--- src/rtl/sprite_pkg.sv ---
`default_nettype none
// ============================================================================
// Module      : sprite_pkg
// Description : Shared state, direction and edge-mode encodings for the
//               sprite mover and its raster scanner.
// Revision    : 1.0 - initial release
// ============================================================================
package sprite_pkg;

   typedef enum logic [2:0] {
      IDLE  = 3'd0,
      DRAW  = 3'd1,
      WAIT  = 3'd2,
      ERASE = 3'd3,
      MOVE  = 3'd4
   } state_t;

   localparam logic [1:0] DIR_UP    = 2'b00;
   localparam logic [1:0] DIR_DOWN  = 2'b01;
   localparam logic [1:0] DIR_LEFT  = 2'b10;
   localparam logic [1:0] DIR_RIGHT = 2'b11;

   localparam logic [1:0] MODE_CLAMP  = 2'b00;
   localparam logic [1:0] MODE_WRAP   = 2'b01;
   localparam logic [1:0] MODE_BOUNCE = 2'b10;

   // Opposite directions differ only in bit 0 (up<->down, left<->right).
   function automatic logic [1:0] reverse_dir(input logic [1:0] d);
      return d ^ 2'b01;
   endfunction

endpackage
`default_nettype wire

--- src/rtl/sprite_mover_rect_scan.sv ---
`default_nettype none
// ============================================================================
// Module      : rect_scan
// Description : Raster scanner over a RECT_W x RECT_H rectangle; qx runs
//               fastest, and the scanner returns to (0,0) after the last pixel.
// Revision    : 1.0 - initial release
// ============================================================================
module rect_scan #(
   parameter int RECT_W = 41,
   parameter int RECT_H = 11,
   parameter int QX_W   = (RECT_W > 1) ? $clog2(RECT_W) : 1,
   parameter int QY_W   = (RECT_H > 1) ? $clog2(RECT_H) : 1
) (
   input  logic            clock,
   input  logic            reset_n,
   input  logic            enable,
   output logic [QX_W-1:0] qx,
   output logic [QY_W-1:0] qy,
   output logic            last
);

   localparam logic [QX_W-1:0] QX_MAX = QX_W'(RECT_W - 1);
   localparam logic [QY_W-1:0] QY_MAX = QY_W'(RECT_H - 1);

   logic [QX_W-1:0] qx_q, qx_d;
   logic [QY_W-1:0] qy_q, qy_d;

   assign qx   = qx_q;
   assign qy   = qy_q;
   assign last = (qx_q == QX_MAX) && (qy_q == QY_MAX);

   // Advance one pixel per enabled cycle, wrapping rows and clearing at the end.
   always_comb begin
      qx_d = qx_q;
      qy_d = qy_q;
      if (enable) begin
         if (last) begin
            qx_d = '0;
            qy_d = '0;
         end else if (qx_q == QX_MAX) begin
            qx_d = '0;
            qy_d = qy_q + QY_W'(1);
         end else begin
            qx_d = qx_q + QX_W'(1);
         end
      end
   end

   // Scanner position register.
   always_ff @(posedge clock) begin
      if (!reset_n) begin
         qx_q <= '0;
         qy_q <= '0;
      end else begin
         qx_q <= qx_d;
         qy_q <= qy_d;
      end
   end

endmodule
`default_nettype wire

--- src/rtl/sprite_mover.sv ---
`default_nettype none
// ============================================================================
// Module      : sprite_mover
// Description : Draws a solid rectangle into the VGA adapter one pixel per
//               clock, then periodically erases it, steps it one pixel and
//               redraws it, with clamp / wrap / bounce edge handling.
// Revision    : 1.0 - initial release
// ============================================================================
module sprite_mover #(
   parameter int         X_W             = 8,
   parameter int         Y_W             = 7,
   parameter int         SCR_W           = 160,
   parameter int         SCR_H           = 120,
   parameter int         RECT_W          = 41,
   parameter int         RECT_H          = 11,
   parameter int         TICKS_PER_FRAME = 833334,
   parameter int         FRAMES_PER_STEP = 15,
   parameter logic [2:0] BG_COLOUR       = 3'b111
) (
   input  logic           clock,
   input  logic           reset_n,
   input  logic           go,
   input  logic           stop,
   input  logic [X_W-1:0] in_x,
   input  logic [Y_W-1:0] in_y,
   input  logic [2:0]     colour,
   input  logic [1:0]     dir,
   input  logic [1:0]     mode,
   output logic [X_W-1:0] out_x,
   output logic [Y_W-1:0] out_y,
   output logic [2:0]     out_colour,
   output logic           plot,
   output logic           busy,
   output logic           edge_hit
);

   import sprite_pkg::*;

   localparam int QX_W   = (RECT_W > 1) ? $clog2(RECT_W) : 1;
   localparam int QY_W   = (RECT_H > 1) ? $clog2(RECT_H) : 1;
   localparam int TICK_W = (TICKS_PER_FRAME > 1) ? $clog2(TICKS_PER_FRAME) : 1;
   localparam int FC_W   = $clog2(FRAMES_PER_STEP + 1);

   localparam logic [X_W-1:0]    MAX_X      = X_W'(SCR_W - RECT_W);
   localparam logic [Y_W-1:0]    MAX_Y      = Y_W'(SCR_H - RECT_H);
   localparam logic [TICK_W-1:0] TICK_LAST  = TICK_W'(TICKS_PER_FRAME - 1);
   localparam logic [FC_W-1:0]   FRAME_LAST = FC_W'(FRAMES_PER_STEP - 1);

   state_t          state_q, state_d;
   logic [X_W-1:0]  pos_x_q, pos_x_d;
   logic [Y_W-1:0]  pos_y_q, pos_y_d;
   logic [2:0]      colour_q, colour_d;
   logic [1:0]      dir_q, dir_d;
   logic [1:0]      mode_q, mode_d;
   logic            stop_pend_q, stop_pend_d;
   logic [FC_W-1:0] frame_cnt_q, frame_cnt_d;
   logic [TICK_W-1:0] tick_cnt_q;
   logic            frame_tick;

   logic [QX_W-1:0] qx;
   logic [QY_W-1:0] qy;
   logic            scan_last;
   logic            scan_en;

   // Candidates carry one extra bit so stepping below 0 shows up as a large value.
   logic [X_W:0]    step_x;
   logic [Y_W:0]    step_y;
   logic [X_W-1:0]  bounce_x;
   logic [Y_W-1:0]  bounce_y;
   logic            step_ok;

   rect_scan #(
      .RECT_W (RECT_W),
      .RECT_H (RECT_H),
      .QX_W   (QX_W),
      .QY_W   (QY_W)
   ) u_scan (
      .clock   (clock),
      .reset_n (reset_n),
      .enable  (scan_en),
      .qx      (qx),
      .qy      (qy),
      .last    (scan_last)
   );

   assign frame_tick = (tick_cnt_q == TICK_LAST);
   assign out_x      = pos_x_q + X_W'(qx);
   assign out_y      = pos_y_q + Y_W'(qy);

   // Free-running frame timebase, independent of the sprite state.
   always_ff @(posedge clock) begin
      if (!reset_n)        tick_cnt_q <= '0;
      else if (frame_tick) tick_cnt_q <= '0;
      else                 tick_cnt_q <= tick_cnt_q + TICK_W'(1);
   end

   // One-pixel step in the current direction, plus the step in the reversed direction.
   always_comb begin
      step_x   = {1'b0, pos_x_q};
      step_y   = {1'b0, pos_y_q};
      bounce_x = pos_x_q;
      bounce_y = pos_y_q;
      case (dir_q)
         DIR_UP: begin
            step_y   = {1'b0, pos_y_q} - (Y_W+1)'(1);
            bounce_y = pos_y_q + Y_W'(1);
         end
         DIR_DOWN: begin
            step_y   = {1'b0, pos_y_q} + (Y_W+1)'(1);
            bounce_y = pos_y_q - Y_W'(1);
         end
         DIR_LEFT: begin
            step_x   = {1'b0, pos_x_q} - (X_W+1)'(1);
            bounce_x = pos_x_q + X_W'(1);
         end
         DIR_RIGHT: begin
            step_x   = {1'b0, pos_x_q} + (X_W+1)'(1);
            bounce_x = pos_x_q - X_W'(1);
         end
      endcase
      step_ok = (step_x <= {1'b0, MAX_X}) && (step_y <= {1'b0, MAX_Y});
   end

   // Sequencer next-state, datapath updates and VGA-side outputs.
   always_comb begin
      state_d     = state_q;
      pos_x_d     = pos_x_q;
      pos_y_d     = pos_y_q;
      colour_d    = colour_q;
      dir_d       = dir_q;
      mode_d      = mode_q;
      stop_pend_d = stop_pend_q;
      frame_cnt_d = frame_cnt_q;
      scan_en     = 1'b0;
      plot        = 1'b0;
      busy        = 1'b1;
      edge_hit    = 1'b0;
      out_colour  = BG_COLOUR;

      if (state_q != IDLE && stop) stop_pend_d = 1'b1;

      case (state_q)
         IDLE: begin
            busy = 1'b0;
            if (go) begin
               pos_x_d     = (in_x > MAX_X) ? MAX_X : in_x;
               pos_y_d     = (in_y > MAX_Y) ? MAX_Y : in_y;
               colour_d    = colour;
               dir_d       = dir;
               mode_d      = mode;
               stop_pend_d = 1'b0;
               state_d     = DRAW;
            end
         end
         DRAW: begin
            plot       = 1'b1;
            scan_en    = 1'b1;
            out_colour = colour_q;
            if (scan_last) begin
               frame_cnt_d = '0;
               state_d     = WAIT;
            end
         end
         WAIT: begin
            if (frame_tick) frame_cnt_d = frame_cnt_q + FC_W'(1);
            if (stop_pend_q || stop || (frame_tick && frame_cnt_q == FRAME_LAST))
               state_d = ERASE;
         end
         ERASE: begin
            plot    = 1'b1;
            scan_en = 1'b1;
            if (scan_last) state_d = (stop_pend_q || stop) ? IDLE : MOVE;
         end
         MOVE: begin
            if (step_ok) begin
               pos_x_d = step_x[X_W-1:0];
               pos_y_d = step_y[Y_W-1:0];
               state_d = DRAW;
            end else begin
               edge_hit = 1'b1;
               case (mode_q)
                  MODE_WRAP: begin
                     case (dir_q)
                        DIR_UP:    pos_y_d = MAX_Y;
                        DIR_DOWN:  pos_y_d = '0;
                        DIR_LEFT:  pos_x_d = MAX_X;
                        DIR_RIGHT: pos_x_d = '0;
                     endcase
                     state_d = DRAW;
                  end
                  MODE_BOUNCE: begin
                     dir_d   = reverse_dir(dir_q);
                     pos_x_d = bounce_x;
                     pos_y_d = bounce_y;
                     state_d = DRAW;
                  end
                  MODE_CLAMP: state_d = IDLE;
                  default:    state_d = IDLE;  // reserved code behaves as clamp
               endcase
            end
         end
         default: state_d = IDLE;
      endcase
   end

   // Sequencer and sprite register bank.
   always_ff @(posedge clock) begin
      if (!reset_n) begin
         state_q     <= IDLE;
         pos_x_q     <= '0;
         pos_y_q     <= '0;
         colour_q    <= '0;
         dir_q       <= '0;
         mode_q      <= '0;
         stop_pend_q <= 1'b0;
         frame_cnt_q <= '0;
      end else begin
         state_q     <= state_d;
         pos_x_q     <= pos_x_d;
         pos_y_q     <= pos_y_d;
         colour_q    <= colour_d;
         dir_q       <= dir_d;
         mode_q      <= mode_d;
         stop_pend_q <= stop_pend_d;
         frame_cnt_q <= frame_cnt_d;
      end
   end

endmodule
`default_nettype wire

--- config.mk ---
export PLATFORM = sky130hd
export DESIGN_NAME = sprite_mover
export DESIGN_NICKNAME = d
export VERILOG_FILES = /design/src/rtl/sprite_pkg.sv /design/src/rtl/sprite_mover_rect_scan.sv /design/src/rtl/sprite_mover.sv
export SDC_FILE = /design/constraint.sdc
export NUM_CORES = 1
export LEC_CHECK = 0
export ABC_AREA = 1
export BUFFER_PORTS_ARGS = -buffer_cell sky130_fd_sc_hd__buf_2
export CORE_ASPECT_RATIO = 0.7
export CORE_UTILIZATION = 50
export DETAILED_ROUTE_END_ITERATION = 7
export PLACE_DENSITY = 0.78
export REMOVE_ABC_BUFFERS = 1
export SYNTH_ARGS = -nofsm -noshare
export SYNTH_HDL_FRONTEND = slang
export SYNTH_SLANG_ARGS = --single-unit
--- constraint.sdc ---
create_clock -name clock -period 7.6 [get_ports clock]
set_input_delay 1.9 -clock clock [delete_from_list [all_inputs] [get_ports clock]]
set_output_delay 1.9 -clock clock [all_outputs]
set_load 0.1 [all_outputs]
==> flow_metrics.env <==
export IMPL_synthFlopType="dfxtp_1"
export IMPL_antenna_found_initial=0
export IMPL_hold_violations=0
export IMPL_layout_nets=949
export IMPL_fin_cells=1009
export IMPL_synth_edf_count=0
export IMPL_wl_per_cell_um=13.55
export IMPL_hpwl_mm=10.47
export IMPL_tritoncts="built"
export IMPL_max_cap_violations=0
export IMPL_r2r_setup_slack_ns=3.92
export IMPL_cts_made_buffers=9
export IMPL_final_antenna_net_count=0
export IMPL_fin_skew_ns=0.009470
export IMPL_gp_congestion=0.9077
export IMPL_top_layer_used="met4"
export IMPL_fin_crit_sh=0.7611
export IMPL_grt_max_degree=35
export IMPL_portBuffers=46
export IMPL_cts_buffer_depth=2
export IMPL_clock_latency_ns=0.33
export IMPL_ios=47
export IMPL_most_common_layout_cells="186 x nand2_1, 129 x inv_1, 85 x nor2_1"
export IMPL_vias=5344
export IMPL_die_h_um=88.63
export IMPL_status="completed"
export IMPL_path_max_fanout=19
export IMPL_vias_per_cell=5.296
export IMPL_final_common_cell="nand2_1"
export IMPL_timing_slew_headroom=0.5551
export IMPL_worstPathRequired_ns=5.70
export IMPL_route_detailed_drc=0
export IMPL_ys_seq_area_frac=0.2241
export IMPL_setup_viol=0
export IMPL_worstSetupPathType="reg -> out"
export IMPL_gr_total_overflow=0
export IMPL_root_buffer="clkbuf_16"
export IMPL_layout_min_cycle_time_ns=5.784
export IMPL_netlist_instances=839
export IMPL_die_area_mm2=0.01114
export IMPL_min_delay_start="colour_q[2]"
export IMPL_finalWirelength_mm=13.67
export IMPL_drv_slew=0
export IMPL_synth_area_mm2=0.005360
export IMPL_ys_seq_elements=60
export IMPL_powerDensity_mw_per_mm2=379.6
export IMPL_holdBufCountCts=0
export IMPL_critical_path_arrival_ns=3.88
export IMPL_coreArea_mm2=0.01040
export IMPL_ctsHtreeMaxLevel=3
export IMPL_holdPathStages=2
export IMPL_leakagePower_nw=2.887
export IMPL_synthToLayoutAreaGrowth_pct=10.97
export IMPL_tns_ns=0
export IMPL_clk_pin_slew_ns=0.05
export IMPL_synth_avg_cell_area_um2=6.389
export IMPL_hp_class="reg -> reg"
export IMPL_yosysWarnings=0
export IMPL_cts_setup_buffers=0
export IMPL_cts_resized=0
export IMPL_wl_met1_mm=7.056
export IMPL_reg2regPathDepth=17
export IMPL_grt_pass1_wl_mm=22.05
export IMPL_synthArstFlopShare=0
export IMPL_wl_met2_mm=5.354
export IMPL_start_util=0.5156
export IMPL_design_area_mm2=0.005948
export IMPL_rsz0062_at_grt="no"
export IMPL_ir_worst_vdd_mv=0.3877
export IMPL_fmax_ghz=0.1729
export IMPL_timing_rr_end="pos_y_q[0]"
export IMPL_die_width_um=125.8
export IMPL_wl_met3_mm=1.109
export IMPL_rows=31
export IMPL_drt_iter0_drc=502
export IMPL_start_kind="register"
export IMPL_clock_sinks=60
export IMPL_dpl_cell_area_mm2=0.005625
export IMPL_first_pass_iters=5
export IMPL_grtUsageTotal=0.2518
export IMPL_drive_above_1_share=0.1152
export IMPL_min_to="colour_q[2]"
export IMPL_end_kind="output port"
export IMPL_insertedDiodeCount=0
export IMPL_place_inst=993
export IMPL_tightestPinTransition_ns=0.6657
export IMPL_grt_pass1_vias=4578
export IMPL_r2r_start="dir_q[1]"
export IMPL_netlist_cell_type_count=45
[power breakdown]
part           internal [W]  switching, W
combinational      0.000359       0.00102
sequential         0.000364     0.0000821
clock              0.000289      0.000142
total               0.00101       0.00125
[synthesized netlist by cell type (5+ instances only)]
cell type,instances,share of area
nand2_1,186,0.13
inv_1,129,0.090
nor2_1,86,0.060
nand3_1,79,0.074
dfxtp_1,60,0.22
ha_1,45,0.11
o21ai_0,43,0.040
a21oi_1,42,0.039
nand4_1,24,0.028
xor2_1,22,0.036
nand3_2,12,0.022
nor3_1,12,0.011
clkbuf_1,9,0.0063
buf_2,8,0.0075
nor4_1,8,0.0093
nand2_2,7,0.0082
fa_1,6,0.022
nor3b_1,5,0.0070
xnor2_1,5,0.0082
[cell type report]
| class | instances | area (um^2) |
|---|---|---|
| Clock buffer | 13 | 280.3 |
| Timing Repair Buffer | 48 | 245.2 |
| Sequential cell | 60 | 1201 |
| Inverter | 133 | 499.2 |
| Clock inverter | 3 | 42.54 |
| Fill cell | 1017 | 4447 |
| Multi-Input combinational cell | 620 | 3515 |
| Tap cell | 132 | 165.2 |
[worst max path at each step]
| stage | startpoint | end | slack (ns) | depth (start not counted) |
|---|---|---|---|---|
| after floorplan | dir_q[1] | edge_hit | 2.47 | 14 |
| after global placement | dir_q[1] | edge_hit | 2.31 | 15 |
| after detailed placement | dir_q[1] | edge_hit | 2.21 | 15 |
| after CTS | dir_q[1] | edge_hit | 1.86 | 15 |
| after global routing | dir_q[1] | edge_hit | 1.47 | 15 |
| final | dir_q[1] | edge_hit | 1.82 | 15 |
[state kept, by name, indices dropped and copies added (netlist names)]
name and count:
frame_cnt_q 4, pos_x_q 8, pos_y_q 7, colour_q 3, dir_q 2, mode_q 2, u_scan.qx 6, tick_cnt_q 20
state_q 3, u_scan.qy 4, stop_pend_q 1
[layer usage]
metal,track usage,vias up
met2,0.3636,192
met3,0.06167,19
met1,0.3717,2359
met5,0,-
li1,-,2774
met4,0.06462,0
[metrics by stage]
step                total power (W)  hold slack (ns)  utilization  setup WS, ns
floorplan                  0.001541           0.4291            -         2.467
global placement           0.001796           0.4429       0.5412         2.314
detailed placement         0.001804           0.4476       0.5412         2.214
CTS                        0.002243           0.4572       0.5722         1.857
global route               0.002414           0.4824       0.5722         1.469
finish                     0.002258           0.4513       0.5722         1.816
[cells by family after synthesis]
logic type / synth area share
buffers and inverters: 0.1207
and+or+nand+nor: 0.3747
xor gates and xnor gates: 0.04412
adders and majority gates: 0.1275
AOI/OAI and AO/OA: 0.1090
DFF: 0.2241
[worst max-delay path: stages (launching register included)]
cell     delay, ns
dfxtp_1       0.38
buf_4         0.24
nor2_1        0.34
inv_1         0.28
ha_1          0.51
nand2_1       0.10
inv_2         0.08
nand3_1       0.10
nand4_1       0.10
nand3_1       0.10
nand2_1       0.13
nand3_2       0.29
nand3_4       0.33
nand2_1       0.09
inv_1         0.06
buf_2         0.41
Note: power is estimated with default switching activity, not from simulation.
